<file path="src/rtl/mul_share_arbiter.sv">
// mul_share_arbiter: round-robin front end that lets N_REQ clients share one
// 16x16 unsigned multiplier through a two-entry (S1 operand / S2 product)
// pipeline. Responses come back on one channel tagged with the requester id.
// DADDA_16x16_42 is the shared combinational multiplier, kept in this file.

module DADDA_16x16_42 (
    input  logic [15:0] a,
    input  logic [15:0] b,
    output logic [31:0] out
);
    // Vector 4:2 compressor built from two carry-save stages.
    // The result is {carry_row, sum_row}, which sums to w+x+y+z mod 2^32.
    function automatic logic [63:0] comp42(input logic [31:0] w, input logic [31:0] x,
                                           input logic [31:0] y, input logic [31:0] z);
        logic [31:0] s1;
        logic [31:0] c1;
        logic [31:0] s2;
        logic [31:0] c2;
        s1 = w ^ x ^ y;
        c1 = ((w & x) | (w & y) | (x & y)) << 1;
        s2 = s1 ^ c1 ^ z;
        c2 = ((s1 & c1) | (s1 & z) | (c1 & z)) << 1;
        return {c2, s2};
    endfunction

    logic [31:0] pp [16];
    logic [31:0] l1 [8];
    logic [31:0] l2 [4];
    logic [31:0] l3 [2];

    // One shifted partial product per bit of b.
    for (genvar gi = 0; gi < 16; gi++) begin : g_pp
        assign pp[gi] = b[gi] ? ({16'h0000, a} << gi) : 32'h0000_0000;
    end

    // Reduction tree: 16 -> 8 -> 4 -> 2 rows.
    for (genvar gi = 0; gi < 4; gi++) begin : g_l1
        assign {l1[2*gi+1], l1[2*gi]} = comp42(pp[4*gi], pp[4*gi+1], pp[4*gi+2], pp[4*gi+3]);
    end
    for (genvar gi = 0; gi < 2; gi++) begin : g_l2
        assign {l2[2*gi+1], l2[2*gi]} = comp42(l1[4*gi], l1[4*gi+1], l1[4*gi+2], l1[4*gi+3]);
    end
    assign {l3[1], l3[0]} = comp42(l2[0], l2[1], l2[2], l2[3]);

    // Final carry-propagate add of the last two rows.
    assign out = l3[0] + l3[1];
endmodule

module mul_share_arbiter #(
    parameter int N_REQ = 4,
    parameter int ID_W  = 2
) (
    input  logic                  clock,
    input  logic                  reset_n,
    input  logic [N_REQ-1:0]      req_valid,
    input  logic [N_REQ*16-1:0]   req_a,
    input  logic [N_REQ*16-1:0]   req_b,
    output logic [N_REQ-1:0]      req_ready,
    output logic                  rsp_valid,
    output logic [ID_W-1:0]       rsp_id,
    output logic [31:0]           rsp_data,
    input  logic                  rsp_ready
);
    localparam logic [ID_W:0]   NREQ_W = (ID_W+1)'(N_REQ);
    localparam logic [ID_W-1:0] LAST_ID = ID_W'(N_REQ - 1);

    logic            s1_valid_q, s1_valid_d;
    logic [15:0]     s1_a_q, s1_a_d;
    logic [15:0]     s1_b_q, s1_b_d;
    logic [ID_W-1:0] s1_id_q, s1_id_d;
    logic            s2_valid_q, s2_valid_d;
    logic [ID_W-1:0] s2_id_q, s2_id_d;
    logic [31:0]     s2_data_q, s2_data_d;
    logic [ID_W-1:0] ptr_q, ptr_d;

    logic            s2_load;
    logic            s1_move;
    logic            s1_accept;
    logic            win_found;
    logic [ID_W-1:0] win_id;
    logic [ID_W:0]   scan_idx;
    logic            handshake;
    logic [15:0]     win_a;
    logic [15:0]     win_b;
    logic [31:0]     mul_out;

    assign s2_load   = !s2_valid_q || rsp_ready;
    assign s1_move   = s1_valid_q && s2_load;
    assign s1_accept = !s1_valid_q || s1_move;

    // Winner: first valid requester scanning upward from ptr, wrapping at N_REQ.
    always_comb begin
        win_found = 1'b0;
        win_id    = '0;
        scan_idx  = '0;
        for (int k = 0; k < N_REQ; k++) begin
            scan_idx = {1'b0, ptr_q} + (ID_W+1)'(k);
            if (scan_idx >= NREQ_W) begin
                scan_idx = scan_idx - NREQ_W;
            end
            if (!win_found && req_valid[scan_idx[ID_W-1:0]]) begin
                win_found = 1'b1;
                win_id    = scan_idx[ID_W-1:0];
            end
        end
    end

    assign handshake = win_found && s1_accept;
    assign win_a     = req_a[32'(win_id)*16 +: 16];
    assign win_b     = req_b[32'(win_id)*16 +: 16];

    // Grant is one-hot on the winner, forced low while reset is held.
    for (genvar gi = 0; gi < N_REQ; gi++) begin : g_ready
        assign req_ready[gi] = reset_n && handshake && (win_id == ID_W'(gi));
    end

    DADDA_16x16_42 u_mul (
        .a   (s1_a_q),
        .b   (s1_b_q),
        .out (mul_out)
    );

    // Next state for both pipeline stages and the priority pointer.
    always_comb begin
        s1_valid_d = s1_valid_q;
        s1_a_d     = s1_a_q;
        s1_b_d     = s1_b_q;
        s1_id_d    = s1_id_q;
        ptr_d      = ptr_q;
        s2_valid_d = s2_valid_q;
        s2_id_d    = s2_id_q;
        s2_data_d  = s2_data_q;
        if (handshake) begin
            s1_valid_d = 1'b1;
            s1_a_d     = win_a;
            s1_b_d     = win_b;
            s1_id_d    = win_id;
            ptr_d      = (win_id == LAST_ID) ? '0 : win_id + 1'b1;
        end else if (s1_move) begin
            s1_valid_d = 1'b0;
        end
        if (s2_load) begin
            s2_valid_d = s1_valid_q;
            if (s1_valid_q) begin
                s2_id_d   = s1_id_q;
                s2_data_d = mul_out;
            end
        end
    end

    // State registers; reset discards anything in flight.
    always_ff @(posedge clock or negedge reset_n) begin
        if (!reset_n) begin
            s1_valid_q <= 1'b0;
            s1_a_q     <= '0;
            s1_b_q     <= '0;
            s1_id_q    <= '0;
            ptr_q      <= '0;
            s2_valid_q <= 1'b0;
            s2_id_q    <= '0;
            s2_data_q  <= '0;
        end else begin
            s1_valid_q <= s1_valid_d;
            s1_a_q     <= s1_a_d;
            s1_b_q     <= s1_b_d;
            s1_id_q    <= s1_id_d;
            ptr_q      <= ptr_d;
            s2_valid_q <= s2_valid_d;
            s2_id_q    <= s2_id_d;
            s2_data_q  <= s2_data_d;
        end
    end

    assign rsp_valid = s2_valid_q;
    assign rsp_id    = s2_id_q;
    assign rsp_data  = s2_data_q;
endmodule

</file>
<file path="config.mk">
export PLATFORM = sky130hd
export DESIGN_NAME = mul_share_arbiter
export DESIGN_NICKNAME = d
export VERILOG_FILES = /design/src/rtl/mul_share_arbiter.sv
export SDC_FILE = /design/constraint.sdc
export NUM_CORES = 1
export LEC_CHECK = 0
export BUFFER_PORTS_ARGS = -buffer_cell sky130_fd_sc_hd__buf_2
export CORE_ASPECT_RATIO = 1.25
export CORE_MARGIN = 1.5
export CORE_UTILIZATION = 36
export DETAILED_ROUTE_END_ITERATION = 7
export PLACE_DENSITY = 0.66
export SLEW_MARGIN = 20
export SYNTH_ARGS = -nofsm -noshare
export SYNTH_HDL_FRONTEND = slang
export SYNTH_SLANG_ARGS = --single-unit
</file>
<file path="constraint.sdc">
create_clock -name clock -period 5.1 [get_ports clock]
set_input_delay 0.51 -clock clock [delete_from_list [all_inputs] [get_ports clock]]
set_output_delay 0.51 -clock clock [all_outputs]
set_load 0.1 [all_outputs]
</file>
# ---- Word level (Yosys, flattened, before mapping)
# Cells that the tools add are included.
dict set report totals {
  ff_bits 72
  input_bits 135
  word_cells 187
}
dict set report classes {
  addsub 9
  magnitude_cmp 8
  eq_ne 3
  shifts 2
  muxes 39
  bitwise_logic 98
  n_reduce_logical 20
}
# cell n
set op_table {}
lappend op_table {{$and 31x31->31} 42}
lappend op_table {{$or 31x31->31} 28}
lappend op_table {{$xor 32x32->32} 20}
lappend op_table {{$shiftx 64x7->16} 2}
lappend op_table {{$add 32x32->32} 1}
lappend op_table {{$xor 32x18->32} 1}
lappend op_table {{$xor 32x19->32} 1}
lappend op_table {{$xor 32x22->32} 1}
lappend op_table {{$xor 32x23->32} 1}
lappend op_table {{$xor 32x26->32} 1}
lappend op_table {{$xor 32x27->32} 1}
lappend op_table {{$xor 32x30->32} 1}
lappend op_table {{$xor 32x31->32} 1}
lappend op_table {{$mux 31} 1}
lappend op_table {{$mux 30} 1}
lappend op_table {{$mux 29} 1}
lappend op_table {{$mux 28} 1}
lappend op_table {{$mux 27} 1}
lappend op_table {{$mux 26} 1}
lappend op_table {{$mux 25} 1}
lappend op_table {{$mux 24} 1}
lappend op_table {{$mux 23} 1}
lappend op_table {{$mux 22} 1}
lappend op_table {{$mux 21} 1}
lappend op_table {{23 further kinds} 67}

# ---- Logic depth before layout (Yosys ltp)
dict set report logic_depth {
  word_depth 20
  ltp_mapped 21
}

# ---- Hierarchy
# Synthesis repeated with hierarchy kept, for this count alone.
dict set report hier_totals {
  hier_cells 1172
  area_unflattened_um2 11005.6
}
# module n_inst cells_per_inst area_each_um2 seq_area_each_um2
set by_module_without_submodules {}
lappend by_module_without_submodules {DADDA_16x16_42 1 861 7659.8 0.0}
lappend by_module_without_submodules {mul_share_arbiter 1 311 3345.7 1801.7}

# ---- Worst setup path after synthesis
# Ideal clock, no wire load.
dict set report synth_path {
  kind {register to register}
  startpoint {register s1_a_q[6]}
  endpoint {register s2_data_q[31] (netlist: rsp_data[31])}
  arrival_time_ps 5430
  slack_ps -454
  path_stages_with_launch 21
  synth_period_minus_slack_ps 5554
  path_cell_list {dfrtp_1 > clkbuf_1 > clkbuf_1 > nand2_1 > fa_1 > fa_1 > fa_1 > inv_1 > fa_1 > inv_1 > fa_1 > inv_1 > fa_1 > ha_1 > clkbuf_1 > a21oi_1 > o21ai_0 > a22oi_1 > a21oi_1 > a41o_1 > a211o_1}
}
dict set report synth_via {
  elab_chain_len 20
  elab_cells_between_ends 115
  cone_classes {1 x add/sub; 16 x mux; 98 x bitwise}
}
# item line
set synth_rtl {}
lappend synth_rtl {{start, declared} 68} ;# logic [15:0] s1_a_q, s1_a_d;
lappend synth_rtl {{start signal, assigned} 155} ;# s1_a_q <= '0;
lappend synth_rtl {{start signal, assigned} 164} ;# s1_a_q <= s1_a_d;
lappend synth_rtl {{$mux 16, or another cell as far along} 33} ;# assign pp[gi] = b[gi] ? ({16'h0000, a} << gi) : 32'h0000_0000;
lappend synth_rtl {{$and 31x31->31} 20} ;# c1 = ((w & x) | (w & y) | (x & y)) << 1;
lappend synth_rtl {{$or 31x31->31 (2 in series)} 20}
lappend synth_rtl {{$and 31x31->31} 22} ;# c2 = ((s1 & c1) | (s1 & z) | (c1 & z)) << 1;
lappend synth_rtl {{$or 31x31->31 (2 in series)} 22}
lappend synth_rtl {{$and 31x31->31} 20}
lappend synth_rtl {{$or 31x31->31 (2 in series)} 20}
lappend synth_rtl {{$and 31x31->31} 22}
lappend synth_rtl {{$or 31x31->31 (2 in series)} 22}
lappend synth_rtl {{$and 31x31->31} 20}
lappend synth_rtl {{$or 31x31->31 (2 in series)} 20}
lappend synth_rtl {{$and 31x31->31} 22}
lappend synth_rtl {{$or 31x31->31 (2 in series)} 22}
lappend synth_rtl {{$add 32x32->32 *} 46} ;# assign out = l3[0] + l3[1];
lappend synth_rtl {{end signal, assigned} 170} ;# s2_data_q <= s2_data_d;
lappend synth_rtl {{end, declared} 73} ;# logic [31:0] s2_data_q, s2_data_d;
# Every way passes the cells marked *; elsewhere a longest branch is shown, timed or not.
# A chain may end at the register's enable or synchronous reset.

# ---- Worst setup path after layout
dict set report layout_path {
  startpoint {register s1_b_q[13]}
  endpoint {register s2_data_q[28] (netlist: rsp_data[28])}
}
dict set report layout_via {
  elab_chain_len 18
  elab_cells_between_ends 39
  cone_classes {1 x add/sub; 1 x mux; 37 x bitwise}
}
# item line
set layout_rtl {}
lappend layout_rtl {{start, declared} 69} ;# logic [15:0] s1_b_q, s1_b_d;
lappend layout_rtl {{start signal, assigned} 156} ;# s1_b_q <= '0;
lappend layout_rtl {{start signal, assigned} 165} ;# s1_b_q <= s1_b_d;
lappend layout_rtl {{$mux 29 *} 33}
lappend layout_rtl {{$and 31x31->31} 20}
lappend layout_rtl {{$or 31x31->31 (2 in series)} 20}
lappend layout_rtl {{$xor 32x32->32} 21} ;# s2 = s1 ^ c1 ^ z;
lappend layout_rtl {{$xor 32x31->32} 21}
lappend layout_rtl {{$and 31x31->31} 20}
lappend layout_rtl {{$or 31x31->31 (2 in series)} 20}
lappend layout_rtl {{$xor 32x32->32 (2 in series)} 21}
lappend layout_rtl {{$and 31x31->31} 20}
lappend layout_rtl {{$or 31x31->31 (2 in series)} 20}
lappend layout_rtl {{$and 31x31->31} 22}
lappend layout_rtl {{$or 31x31->31 (2 in series)} 22}
lappend layout_rtl {{$add 32x32->32 *} 46}
# Marked as above.

==> flow_metrics.py <==
metrics = {
    "status": {
        "run_status": "finished with violations",
        "violations": "setup timing",
    },
    "clock_tree": {
        "clock_latency_ns": 0.36,
        "cts_sinks": 72,
        "path_clk_slew_ns": 0.06,
        "cts.path.max_buffers": 2,
        "cts_buffers": 9,
        "root_buffer": "clkbuf_16",
        "holdBufCountCts": 0,
        "tritoncts": "built",
        "htreeDepth": 3,
    },
    "synthesis": {
        "syn_inst": 1240,
        "synth_cell_types": 51,
        "yosysWarnings": 0,
        "synth_area_per_cell_um2": 9.163,
        "async_reset_ff_share_pct": 100.0,
        "synth_area_um2": 11360,
        "yosys-top-cells-area": "fa_1 35%, dfrtp_1 16%, nand2_1 9.5%, ha_1 7.6%, mux2i_1 5.8%",
        "synth-seq-area-share_pct": 15.86,
        "ys.flop_type": "dfrtp_1",
        "yosysTopAreaCellShare_pct": 35.41,
        "synth_edf_count": 0,
        "synthesis.nets": 1645,
        "synth_top_area_cell": "fa_1",
        "ys_ff_latch": 72,
    },
    "global_routing": {
        "grt_pass1_wl_um": 50930,
        "grt_start_max_net_pins": 54,
        "grt_overflow_total": 0,
        "grtUsageTotal_pct": 19.79,
        "grt_pass1_vias": 10230,
        "antenna_found_initial": 0,
    },
    "critical_path": {
        "crit_path_start": "s1_b_q[13]$_DFFE_PN0P_",
        "rr_startpoint": "s1_b_q[13]$_DFFE_PN0P_",
        "path_class": "reg2reg",
        "path_cells": "buf_4 > buf_4 > and2_1 > fa_1 > inv_1 > fa_1 > fa_1 > fa_1 > fa_1 > fa_1 > inv_1 > ha_4 > nand2_2 > buf_4 > a211oi_2 > a21oi_4 > o41ai_2 > xnor2_1 > o21ai_1",
        "crit_arrival_ns": 5.62,
        "required_ns": 5.31,
        "cp-end-kind": "register",
        "critPathSlowestCell": "fa_1",
        "crit_fanout": 8,
        "slowest_delay_ns": 0.54,
        "cp-start-kind": "register",
        "cpMostUsedCell": "fa_1",
    },
    "routing": {
        "drc": 0,
        "wl_per_cell_um": 16.12,
        "via_count": 9550,
        "vias_per_cell": 4.930,
        "drtIter0Drc": 362,
        "drt_first_pass_iters": 4,
        "ant_nets": 0,
        "routed_wl_um": 31230,
    },
    "finish": {
        "synthToLayoutAreaGrowth_pct": 33.04,
        "stdcell_count": 1937,
        "postLayoutCellArea_um2": 15120,
        "utilization_pct": 48.78,
        "drive_above_1_share_pct": 34.58,
        "fin_nets": 1930,
        "diodes": 0,
    },
    "placement": {
        "place_area_um2": 13620,
        "dp_hpwl_um": 24910,
        "gp_congestion": 0.8953,
        "io_buffers": 173,
        "place.detailed.instances": 1868,
    },
    "run": {
        "maxCapViolations": 0,
    },
    "timing": {
        "fin_tns_setup_ns": -2.780,
        "max_freq_mhz": 185.0,
        "drv_slew": 0,
        "clock_skew_ns": 0.008909,
        "min_period_ns": 5.405,
        "setup_viol_count_final": 16,
        "fin_ws_ns": -0.3052,
        "relSlewSlack_pct": 42.71,
        "final_hold_viol_count": 0,
        "min_period_over_period_pct": 106.0,
        "tightest_slew_ns": 0.8593,
        "rsz0062_at_grt": "yes",
    },
    "floorplan": {
        "start_util_pct": 36.66,
        "die_width_um": 161.9,
        "rows": 72,
        "coreArea_um2": 30990,
        "dieHeight_um": 201.6,
        "die_area_um2": 32640,
        "io_pins": 174,
    },
    "worst_hold_path": {
        "hold_class": "in2async",
    },
}
-- registers in the layout, indices dropped and copies added (netlist names) --
signal      cells
ptr_q           2
rsp_data       32
rsp_id          2
rsp_valid       1
s1_a_q         16
s1_b_q         16
s1_id_q         2
s1_valid_q      1
-- Yosys cell counts, drive strengths merged (2+ instances only) --
| library cell | count |
|---|---|
| a21oi | 33 |
| and3 | 5 |
| a211o | 2 |
| o21ai | 32 |
| dfrtp | 72 |
| nand2b | 3 |
| o31ai | 2 |
| xor2 | 8 |
| nand2 | 289 |
| xnor2 | 10 |
| and2 | 83 |
| nor3 | 7 |
| a22oi | 3 |
| buf | 19 |
| inv | 168 |
| fa | 201 |
| nor2 | 16 |
| a211oi | 7 |
| nand4 | 9 |
| ha | 69 |
| o221ai | 35 |
| o211ai | 6 |
| clkbuf | 59 |
| a21o | 5 |
| nand3 | 15 |
| mux2i | 66 |
| nor4 | 2 |
-- cell usage in the layout (no fill, tap or decap), drive strengths merged, types with 2 or more instances in the layout --
cell	instances
a21o	5
a22oi	3
nor2	16
clkbuf	10
and3	5
o21ai	32
nand2b	3
clkinv	3
mux2i	66
fa	201
and2	83
inv	169
xor2	8
ha	69
a211o	2
o211ai	6
nand2	289
a21oi	33
xnor2	10
o31ai	2
nand3	15
bufinv	2
nor4	2
dfrtp	72
nor3	7
o221ai	35
a211oi	7
buf	352
nand4	9
-- layout make-up --
type / instances / area [um2]
multi-input cells: 921 / 9371
repair buffers: 352 / 2446
inverters: 169 / 634.4
clock inverters: 6 / 90.09
well taps: 407 / 509.2
fillers: 2909 / 15870
clock buffers: 10 / 239.0
flip-flops and latches: 72 / 1826
-- what timing repair did --
| item | 4_1_cts | 5_1_grt |
|---|---|---|
| endpoints found under the hold margin | 0 | 0 |
| setup endpoints to repair | 19 | 19 |
| buffers inserted | 39 | 15 |
| resized for setup | 95 | 78 |
| pin swaps | 23 | 37 |
-- worst paths after layout --
| check | cells past startpoint | slack [ns] | endpoint |
|---|---|---|---|
| worst max-delay path | 19 | -0.31 | rsp_data[28]$_DFFE_PN0P_ |
| worst min-delay path | 1 | 0.03 | s1_a_q[12]$_DFFE_PN0P_ |
| worst max register to register | 19 | -0.31 | rsp_data[28]$_DFFE_PN0P_ |
| worst min register to register | 2 | 0.47 | rsp_data[4]$_DFFE_PN0P_ |
| max in group asynchronous | 2 | 4.01 | rsp_data[29]$_DFFE_PN0P_ |
| min in group clock | 3 | 0.41 | s1_valid_q$_DFFE_PN0P_ |
-- routing by layer --
layer / global-route usage, % / up-vias / routed length [um]
li1: - / 4495 / -
met2: 37.23 / 208 / 17350
met1: 22.87 / 4794 / 11830
met5: 0 / - / 0
met3: 1.567 / 53 / 958
met4: 8.159 / 0 / 1082
-- stage by stage --
step | hold slack, ns | worst slack, ns
global route | 0.05376 | -0.5357
CTS | 0.04204 | -0.2812
global placement | 0.4240 | -0.5093
detailed placement | 0.4253 | -0.5656
floorplan | 0.2144 | -0.05706
finish | 0.03193 | -0.3052
-- critical path: cells and delay by family, from the launching register on --
| family | cells | cell delay [ns] |
|---|---|---|
| DFF | 1 | 0.48 |
| xor gates and xnor gates | 1 | 0.18 |
| adders and majority gates | 7 | 3.08 |
| AOI/OAI and AO/OA | 4 | 0.73 |
| and+or+nand+nor | 2 | 0.22 |
| buffers and inverters | 5 | 0.55 |
-- kinds of logic (layout without fill, tap and decap cells) --
logic type | Yosys count | after routing | share of synthesized area, %
mux | 66 | 66 | 5.814
simple gates | 431 | 431 | 16.80
compound gates | 136 | 136 | 8.413
flops | 72 | 72 | 15.86
buf+inv | 247 | 537 | 8.710
xor+xnor | 18 | 18 | 1.388
fa+ha+maj | 270 | 270 | 43.01
Power is left out: the tool's default activity adds up to more than one toggle a clock period on the data nets, which glitch-free logic cannot reach.
